$ cat src/rtl/ext_aes_block_sequencer.sv
// Sequencer for the AES-128 extension ops: streams N 128-bit words memory -> AES core -> memory,
// one 32-bit beat at a time, stalling the pipeline while it runs.
module ext_aes_block_sequencer #(
    parameter int ADDR_W = 32,
    parameter int CNT_W  = 12
) (
    input  logic              clk,
    input  logic              rst,
    input  logic              start,
    input  logic [2:0]        mode,
    input  logic [ADDR_W-1:0] src_addr,
    input  logic [ADDR_W-1:0] dst_addr,
    input  logic [CNT_W-1:0]  count,
    output logic              busy,
    output logic              done,
    output logic              stall_pc,
    output logic [ADDR_W-1:0] mem_addr,
    output logic              mem_re,
    output logic              mem_we,
    output logic [31:0]       mem_wdata,
    input  logic [31:0]       mem_rdata,
    input  logic              mem_ready,
    output logic              core_start,
    output logic              core_mode,
    output logic [127:0]      core_din,
    input  logic [127:0]      core_dout,
    input  logic              core_done,
    output logic [2:0]        state_dbg
);

    typedef enum logic [2:0] {
        S_IDLE  = 3'd0,
        S_LOAD  = 3'd1,
        S_KICK  = 3'd2,
        S_WAIT  = 3'd3,
        S_STORE = 3'd4,
        S_FIN   = 3'd5
    } state_t;

    state_t            state;
    logic [1:0]        beat;
    logic [1:0]        beat_nx;
    logic [CNT_W-1:0]  word_idx;
    logic [CNT_W-1:0]  cnt;
    logic [ADDR_W-1:0] src_ptr;
    logic [ADDR_W-1:0] dst_ptr;
    logic [127:0]      result;

    assign stall_pc  = busy;
    assign state_dbg = state;
    assign beat_nx   = beat + 2'd1;

    // src_ptr/dst_ptr always hold the address of the next beat to issue, so
    // mem_addr is simply loaded from them and wraps naturally modulo 2**ADDR_W.
    always_ff @(posedge clk) begin
        if (rst) begin
            state      <= S_IDLE;
            busy       <= 1'b0;
            done       <= 1'b0;
            mem_addr   <= '0;
            mem_re     <= 1'b0;
            mem_we     <= 1'b0;
            mem_wdata  <= '0;
            core_start <= 1'b0;
            core_mode  <= 1'b0;
            core_din   <= '0;
            beat       <= '0;
            word_idx   <= '0;
            cnt        <= '0;
            src_ptr    <= '0;
            dst_ptr    <= '0;
            result     <= '0;
        end else begin
            case (state)
                S_IDLE: begin
                    done <= 1'b0;
                    if (start) begin
                        busy      <= 1'b1;
                        cnt       <= count;
                        core_mode <= (mode == 3'd2);
                        beat      <= '0;
                        word_idx  <= '0;
                        dst_ptr   <= dst_addr;
                        if (count == '0 || !(mode == 3'd1 || mode == 3'd2)) begin
                            state <= S_FIN;
                            done  <= 1'b1;
                        end else begin
                            state    <= S_LOAD;
                            mem_re   <= 1'b1;
                            mem_addr <= src_addr;
                            src_ptr  <= src_addr + ADDR_W'(4);
                        end
                    end
                end
                S_LOAD: begin
                    if (mem_ready) begin
                        core_din[{beat, 5'b0} +: 32] <= mem_rdata;
                        if (beat == 2'd3) begin
                            mem_re     <= 1'b0;
                            core_start <= 1'b1;
                            beat       <= '0;
                            state      <= S_KICK;
                        end else begin
                            beat     <= beat_nx;
                            mem_addr <= src_ptr;
                            src_ptr  <= src_ptr + ADDR_W'(4);
                        end
                    end
                end
                S_KICK: begin
                    core_start <= 1'b0;
                    state      <= S_WAIT;
                end
                S_WAIT: begin
                    if (core_done) begin
                        result    <= core_dout;
                        mem_we    <= 1'b1;
                        mem_addr  <= dst_ptr;
                        mem_wdata <= core_dout[31:0];
                        dst_ptr   <= dst_ptr + ADDR_W'(4);
                        beat      <= '0;
                        state     <= S_STORE;
                    end
                end
                S_STORE: begin
                    if (mem_ready) begin
                        if (beat == 2'd3) begin
                            mem_we   <= 1'b0;
                            beat     <= '0;
                            word_idx <= word_idx + CNT_W'(1);
                            // Compare before incrementing so count = 2**CNT_W-1 cannot overflow.
                            if (word_idx == cnt - CNT_W'(1)) begin
                                done  <= 1'b1;
                                state <= S_FIN;
                            end else begin
                                mem_re   <= 1'b1;
                                mem_addr <= src_ptr;
                                src_ptr  <= src_ptr + ADDR_W'(4);
                                state    <= S_LOAD;
                            end
                        end else begin
                            beat      <= beat_nx;
                            mem_addr  <= dst_ptr;
                            mem_wdata <= result[{beat_nx, 5'b0} +: 32];
                            dst_ptr   <= dst_ptr + ADDR_W'(4);
                        end
                    end
                end
                S_FIN: begin
                    done  <= 1'b0;
                    busy  <= 1'b0;
                    state <= S_IDLE;
                end
                default: state <= S_IDLE;
            endcase
        end
    end

endmodule
$ cat config.mk
export PLATFORM = sky130hd
export DESIGN_NAME = ext_aes_block_sequencer
export DESIGN_NICKNAME = d
export VERILOG_FILES = /design/src/rtl/ext_aes_block_sequencer.sv
export SDC_FILE = /design/constraint.sdc
export NUM_CORES = 1
export LEC_CHECK = 0
export CAP_MARGIN = 10
export CORE_ASPECT_RATIO = 2
export CORE_UTILIZATION = 45
export CTS_CLUSTER_SIZE = 10
export DETAILED_ROUTE_END_ITERATION = 6
export GPL_ROUTABILITY_DRIVEN = 0
export GPL_TIMING_DRIVEN = 0
export PLACE_DENSITY = 0.78
export SYNTH_ARGS = -nofsm -noshare
export SYNTH_HDL_FRONTEND = slang
export SYNTH_SLANG_ARGS = --single-unit
$ cat constraint.sdc
create_clock -name clk -period 4.26 [get_ports clk]
set_input_delay 0.852 -clock clk [delete_from_list [all_inputs] [get_ports clk]]
set_output_delay 0.852 -clock clk [all_outputs]
set_load 0.03 [all_outputs]
Word level (Yosys, flattened, before mapping). Cells that the tools add are included.

Word-level logic and storage cells: 144. Output and inout bits: 202. Register bits after elaboration: 419. Input port bits: 244.

Reductions and logical operators: 30. Eq/ne operators: 22. Add/sub/neg operators: 7. Multiplexer cells: 66. Shift operators: 3.

Operators by type and width (count): $mux W32 (22); $pmux W32 S3 (2); $bwmux W128 (1); $pmux W32 S4 (1); $shift A32 B9 Y128 const A (1); $shiftx A128 B8 Y32 (1); $shiftx A32 B9 Y128 (1); $add A32 B3 Y32 const B (3); $pmux W32 S2 (1); $mux W12 (3); $mux W3 (8); $pmux W12 S2 (1); $reduce_and A8 Y1 (3); $ne A2 B2 Y1 const B (11); $reduce_and A4 Y1 (5); $mux W1 (16); $pmux W3 S5 (1); $add A12 B1 Y12 const B (1); $eq A12 B12 Y1 (1); $logic_not A12 Y1 (1); $reduce_bool A3 Y1 (4); $sub A12 B1 Y12 const B (1); $eq A3 B2 Y1 const B (3); $neg A7 Y9 (1); other kinds (20) (35).

Logic depth before layout (Yosys ltp). Gate-level depths: netlist (run 1).

Word-level depth: 7. Mapped depth: 16. Gate-level depth less buffers: 11.

Least setup slack after synthesis (run 1). Ideal clock, no wire load.

Path kind: register to register. Start point: register state[0], in the netlist state_dbg[0]. End point: register src_ptr[14]. Arrival: 3344 ps. Slack: 798 ps. Path buffers: 5. Required time: 4143 ps. Stages on the path, launching flop included: 17. Period minus slack after synthesis: 3462 ps. Cells stage by stage: dfxtp_1 buf_2 xnor2_1 buf_2 nor2_1 clkbuf_1 buf_1 nand2_1 nand2_1 ha_1 o21a_1 clkbuf_1 and3_1 nand2_1 xor2_1 a21oi_1 a32o_1.

Cells in the longest elaborated chain, start to end: 3. Elaborated cells on any way between the ends: 13. Those cells by class: eq/ne: 9; mux: 1; reduce/logical: 3.

Ends and longest elaborated chain: from (decl) (RTL line 40) `state_t state;`; from (signal assigned) (RTL line 57) `state <= S_IDLE;`; from (signal assigned) (RTL line 85) `state <= S_FIN;`; from (signal assigned) (RTL line 88) `state <= S_LOAD;`; $eq A3 B3 Y1, or another cell as far along (RTL line 74) `case (state)`; $ne A2 B2 Y1 (no source line) or $reduce_bool A3 Y1 (tied branches); $reduce_and A8 Y1 (no source line); to (signal assigned) (RTL line 91) `src_ptr <= src_addr + ADDR_W'(4);`; to (signal assigned) (RTL line 106) `src_ptr <= src_ptr + ADDR_W'(4);`; to (signal assigned) (RTL line 138) `src_ptr <= src_ptr + ADDR_W'(4);`; to (decl) (RTL line 45) `logic [ADDR_W-1:0] src_ptr;`.

Several ways; a longest one is shown, not always the timed one. A chain may end at the register's enable or synchronous reset.

Worst setup path in the final report (run 1). Same ends and word-level chain as after synthesis.

==> run metrics, run 1 <==
CP Launch Type flip-flop; clock buffer depth 3; Worst-Skew Late Latency between 500 and 600 ps; mean routed wirelength per cell 24.3 um; Setup violations, final 0; final setup TNS 0 ps; Ports about 450; Worst-path clk slew approximately 60 ps; Power Dens Cells 385 nW/um^2; via count approximately 22000; Synth Register Bits 419; Die W about 150 um; pin count of the biggest net entering global routing 13; number of flops mapped to enable cells by yosys 0; postcts setup bufs 0; share of layout cells above drive strength 1 about 4.6%; Syn Inst Count roughly 2500; Min-Delay Path Class flip-flop to flip-flop; Slew @ Worst Pin about 1400 ps; post-DP HPWL around 64000 um; grt ovf 0; YS warnings 0; Initial Util a little under half; cts hold-fix bufs 0; CTS tree yes; drt total wl 85000 um; register area share after synthesis 43.5%; CTS Sinks ~420; Tcrit/Tclk final 96.4%; Critical Path End Type flip-flop; most common cell after layout, fill and taps aside nand2_1; Critical Path AT around 4600 ps; syn_nets 2707; Die H about 290 um; Final nets between 3000 and 4000; Worst VDD drop 0.291 mV; CTS Root Cell clkbuf_16; Vias/cell roughly 6.2; top_reg_cell synth dfxtp_1; number of fill cells in the layout approximately 3700; FMAX 0.244 GHz; number of global-route vias before repair about 22000; WS Path Type flip-flop to flip-flop; core area approximately 42000 sq um; post-layout minimum cycle time just over 4000 ps; Multi-input gate area roughly 10000 sq um; Distinct cells, synth 85; post-synthesis cell area roughly 19000 sq um; clock skew ~12 ps; DRT Pass-1 Iters 7; most frequent cells in the layout nand2_1 (618), clkdlybuf4s50_1 (444), dfxtp_1 (419); max cap viols 0; Die ar. between 40000 and 50000 sq um; max_slew headroom under 10%; DRT iter0 DRCs 2000; pre-CTS WS -620 ps; ys async rst share 0%; DRC 0; CP required roughly 4700 ps; final hold violations 0; Storage cell area roughly 8400 sq um; Final WS setup around 150 ps; total number of H-tree levels 2; GRT Util Overall between 30% and 40%; RSZ-0062 raised after global routing false; initial antenna violation count 2; Layout area overhead 33.1%; Cell Rows between 100 and 150; final antenna-violating net count 0; status finished, final reports clean; PortBufs between 400 and 500; Num CTS Buffers 47; Syn Area/Cell between 7 and 8 sq um; Slew Viols, Final 0; final core occ 61.0%; CP Max Fanout 10; LEAKAGE ~8.5 nW; first-pass GRT wire length between 100000 and 150000 um
==> metrics by stage <==
| stage | hold slack, ps | cells | cell area (sq um) | power (mW) |
|---|---|---|---|---|
| finish | 448 | 3490 | 25700 | 9.88 |
| global route | 461 | 3489 | 25700 | 10.2 |
| CTS | 451 | 3489 | 25600 | 9.79 |
| detailed placement | 443 | 3439 | 24400 | 6.34 |
| global placement | 438 | 3437 | 24400 | 6.29 |
| floorplan | 431 | 2453 | 19300 | 5.40 |
==> cells in the mapped netlist, drive strengths merged, types with 25 or more instances <==
library cell / count / area, sq um
and3: 25 / 156
buf: 27 / 154
a21oi: 352 / 1760
o21ai: 60 / 300
mux4: 32 / 721
clkbuf: 177 / 666
nand2: 618 / 2320
a311oi: 37 / 348
nor2: 151 / 569
a222oi: 32 / 320
dfxtp: 419 / 8390
a211oi: 47 / 353
nand3: 173 / 883
==> report_power, final <==
| part | switching, mW | internal [mW] | total [mW] |
|---|---|---|---|
| clock | 1.57 | 1.94 | 3.51 |
| combinational | 1.32 | 0.775 | 2.10 |
| sequential | 0.183 | 4.09 | 4.27 |
==> per-layer routing <==
layer / part of all wire, % / GRT usage, %
met2: 50 / 68.5
met5: 0.020 / 0
met4: 9.5 / 32.6
met3: 10 / 11.1
met1: 30 / 36.3
==> final timing paths <==
| kind | startpoint | to | slack [ps] | cells after the start |
|---|---|---|---|---|
| setup / recovery | state_dbg[0] | src_ptr[14] | 150 | 16 |
| hold / removal | core_din[111] | core_din[111] | 450 | 2 |
| setup reg to reg | state_dbg[0] | src_ptr[14] | 150 | 16 |
| hold reg to reg | core_din[111] | core_din[111] | 450 | 2 |
==> critical path, stage by stage, from the launching register on <==
cell,delay (ps)
dfxtp_1,370
buf_2,270
xnor2_1,210
buf_2,270
nor2_4,320
clkbuf_2,420
buf_2,370
nand2_1,90
nand2_1,60
ha_1,250
o21a_1,190
clkbuf_2,270
and3_1,320
nand2_1,100
xor2_1,160
a21oi_1,90
a32o_1,210
==> repair_timing <==
action / CTS / global route
gates resized for setup: 5 / 8
pin swaps: 0 / 0
cloned: 0 / 0
setup endpoints to repair: 12 / 28
==> registers in the layout, indices dropped and copies added, names as in the netlist <==
| name | cells |
|---|---|
| beat | 2 |
| busy | 1 |
| cnt | 12 |
| core_din | 128 |
| core_mode | 1 |
| core_start | 1 |
| done | 1 |
| dst_ptr | 32 |
| mem_addr | 32 |
| mem_re | 1 |
| mem_wdata | 32 |
| mem_we | 1 |
| result | 128 |
| src_ptr | 32 |
| state_dbg | 3 |
| word_idx | 12 |
==> area by class of cell <==
class	instances	area share, %
diodes	1	0.00975
well taps	540	2.63
multi-input cells	1815	39.1
clock buffers	48	4.60
clock inverters	2	0.127
plain buffers	203	3.21
inverters	15	0.219
flip-flops and latches	419	32.7
repair buffers	447	17.4
==> logic make-up (layout without fill, tap and decap cells) <==
kind of cell | after synthesis | in the layout | share of synthesized area, %
AOI/OAI and AO/OA | 643 | 643 | 20.9
and+or+nand+nor | 1087 | 1087 | 24.6
other | 0 | 1 | 0
DFF | 419 | 419 | 43.5
buffers and inverters | 219 | 715 | 4.55
muxes | 44 | 44 | 4.37
xor gates and xnor gates | 31 | 31 | 1.45
adders and majority gates | 10 | 10 | 0.649
(Power assumes the default switching activity.)
==> run 2, diff against run 1 <==
--- a/config.mk
+++ b/config.mk
@@ -5,14 +5,15 @@
 export SDC_FILE = /design/constraint.sdc
 export NUM_CORES = 1
 export LEC_CHECK = 0
-export CAP_MARGIN = 10
+export CAP_MARGIN = 40
 export CORE_ASPECT_RATIO = 2
-export CORE_UTILIZATION = 45
+export CORE_MARGIN = 1.5
+export CORE_UTILIZATION = 50
 export CTS_CLUSTER_SIZE = 10
 export DETAILED_ROUTE_END_ITERATION = 6
 export GPL_ROUTABILITY_DRIVEN = 0
 export GPL_TIMING_DRIVEN = 0
-export PLACE_DENSITY = 0.78
+export PLACE_DENSITY = 0.85
 export SYNTH_ARGS = -nofsm -noshare
 export SYNTH_HDL_FRONTEND = slang
 export SYNTH_SLANG_ARGS = --single-unit
==> run 2 against run 1 <==
Compared with the run above:
- the run now ends with DRC left
- first-iteration DRC count is 31% higher
- sequential share of layout area is 0.27 points lower
- design area is 0.84% higher
- core utilization is 7.0 points higher
- global-route usage is 4.3 points higher
- highest routed layer unchanged
==> run metrics, run 2 (synthesis gave the netlist of run 1 again) <==
status complete, but fails checks; failing checks DRC; Layout area overhead 34.3%; GRT Util Overall a little over two fifths; post-layout minimum cycle time around 4200 ps; Worst-Skew Late Latency around 580 ps; post-DP HPWL roughly 63000 um; Top Registers core_din x128, result x128; DRT iter0 DRCs between 2000 and 3000; number of global-route vias before repair ~22000; Vias/cell between 6 and 7; Cell Rows roughly 100; DRT Pass-1 Iters 7; Min-Delay Path Class flip-flop to flip-flop; Slew @ Worst Pin approximately 1100 ps; Final nets around 3200; clock skew just under 20 ps; Die W roughly 140 um; final hold violations 0; share of layout cells above drive strength 1 about 5.3%; CP Max Fanout 19; pin count of the biggest net entering global routing 20; worst reg-to-reg setup slack 60 ps; initial antenna violation count 4; Critical Path AT ~4700 ps; clock buffer depth 3; Initial Util between 50% and 60%; Num CTS Buffers 48; FMAX 0.238 GHz; DRC 67; worst-path cell chain buf_2, xnor2_1, buf_2, nor2_2, buf_2, nand2_1, nand2_1, ha_1, o21a_1, clkbuf_1, and3_1, nand2_1, xor2_1, a21oi_1, a32o_1; Final WS setup around 56 ps; Critical Path End Type flip-flop; via count around 22000; Slew Viols, Final 0; Worst-path clk slew ~60 ps; total number of H-tree levels 2; final core occ 68.0%; Setup violations, final 0; cts hold-fix bufs 0; grt ovf 0; Die H roughly 280 um; pre-CTS WS -460 ps; Tcrit/Tclk final a little over nine tenths; CP required 4720 ps; Final Power about 10 mW; most common cell after layout, fill and taps aside nand2_1; LEAKAGE about 8.6 nW; core area around 38000 sq um; number of fill cells in the layout around 3000; Power Dens Cells about 390 nW/um^2; first-pass GRT wire length approximately 130000 um; drt total wl ~86000 um; Slowest-stage cell, CP buf_2; CP Launch Type flip-flop; final antenna-violating net count 0; Die ar. 39800 sq um; max cap viols 0; CTS tree yes; most frequent cells in the layout nand2_1 (618), clkdlybuf4s50_1 (444), dfxtp_1 (419); Critical Path Max Stage Delay 540 ps; CTS Sinks about 420; WS Path Type flip-flop to flip-flop; Worst VDD drop roughly 0.33 mV; max_slew headroom approximately 27%; Ports between 400 and 500; PortBufs between 400 and 500; mean routed wirelength per cell 24.6 um; CTS Root Cell clkbuf_16
==> run 2: cell count changes in the layout (fill, tap and decap cells not counted), moves of 2 or more <==
cell,previous run,this run
inv_16,0,2
diode_2,1,3
clkinv_8,2,0
buf_2,19,26
buf_6,2,12
clkbuf_16,47,49
clkbuf_2,5,3
==> run 2: repair_timing <==
action / in CTS / in global routing
buffers inserted: 0 / 0
endpoints found under the setup margin: 12 / 9
gates cloned: 0 / 0
gates resized for setup: 4 / 6
==> run 2: final cells by class <==
class / instances / area (sq um) / area share (%)
tap: 515 / 644 / 2.49
clock buffer: 49 / 1230 / 4.74
sequential: 419 / 8390 / 32.4
timing repair buffer: 467 / 4650 / 18.0
inverter: 15 / 60.1 / 0.232
buffer: 203 / 821 / 3.17
antenna: 3 / 7.51 / 0.0290
clock inverter: 4 / 53.8 / 0.208
multi-input combinational: 1815 / 10000 / 38.7
==> run 2: path summary, 6_finish.rpt <==
path           startpoint      endpoint  depth (start not counted)
max          state_dbg[0]   src_ptr[14]                         15
min          core_din[32]  core_din[32]                          2
max reg2reg  state_dbg[0]   src_ptr[14]                         15
min reg2reg  core_din[32]  core_din[32]                          2
==> run 2: per-stage QoR <==
stage	hold slack, ps	instances	TNS, ps	instance area, sq um
after floorplan	431	2453	0	19300
after global placement	438	3412	-2100	24400
after detailed placement	445	3425	-2600	24500
after CTS	451	3477	0	25800
after global routing	464	3488	-3.80	25900
final	451	3490	0	25900
==> run 2: worst max-delay path: cells and delay by family, from the launching register on <==
kind                       cells  cell delay, ps
DFF                            1             330
AOI/OAI and AO/OA              3             470
and+or+nand+nor                5            1220
buffers and inverters          4            1450
xor gates and xnor gates       2             380
adders and majority gates      1             230
==> run 2: layer usage <==
| layer | wire length [um] | GRT usage (%) |
|---|---|---|
| met5 | 81 | 1.03 |
| met4 | 9130 | 37.9 |
| met3 | 9660 | 17.2 |
| met2 | 41800 | 72.7 |
| met1 | 25300 | 39.0 |
==> run 2: report_power, final <==
| group | leakage (nW) | switching (mW) | internal (mW) | total [mW] |
|---|---|---|---|---|
| Clock | 0.632 | 1.60 | 2.03 | 3.64 |
| Sequential | 3.39 | 0.180 | 4.09 | 4.27 |
| Combinational | 4.59 | 1.35 | 0.792 | 2.14 |
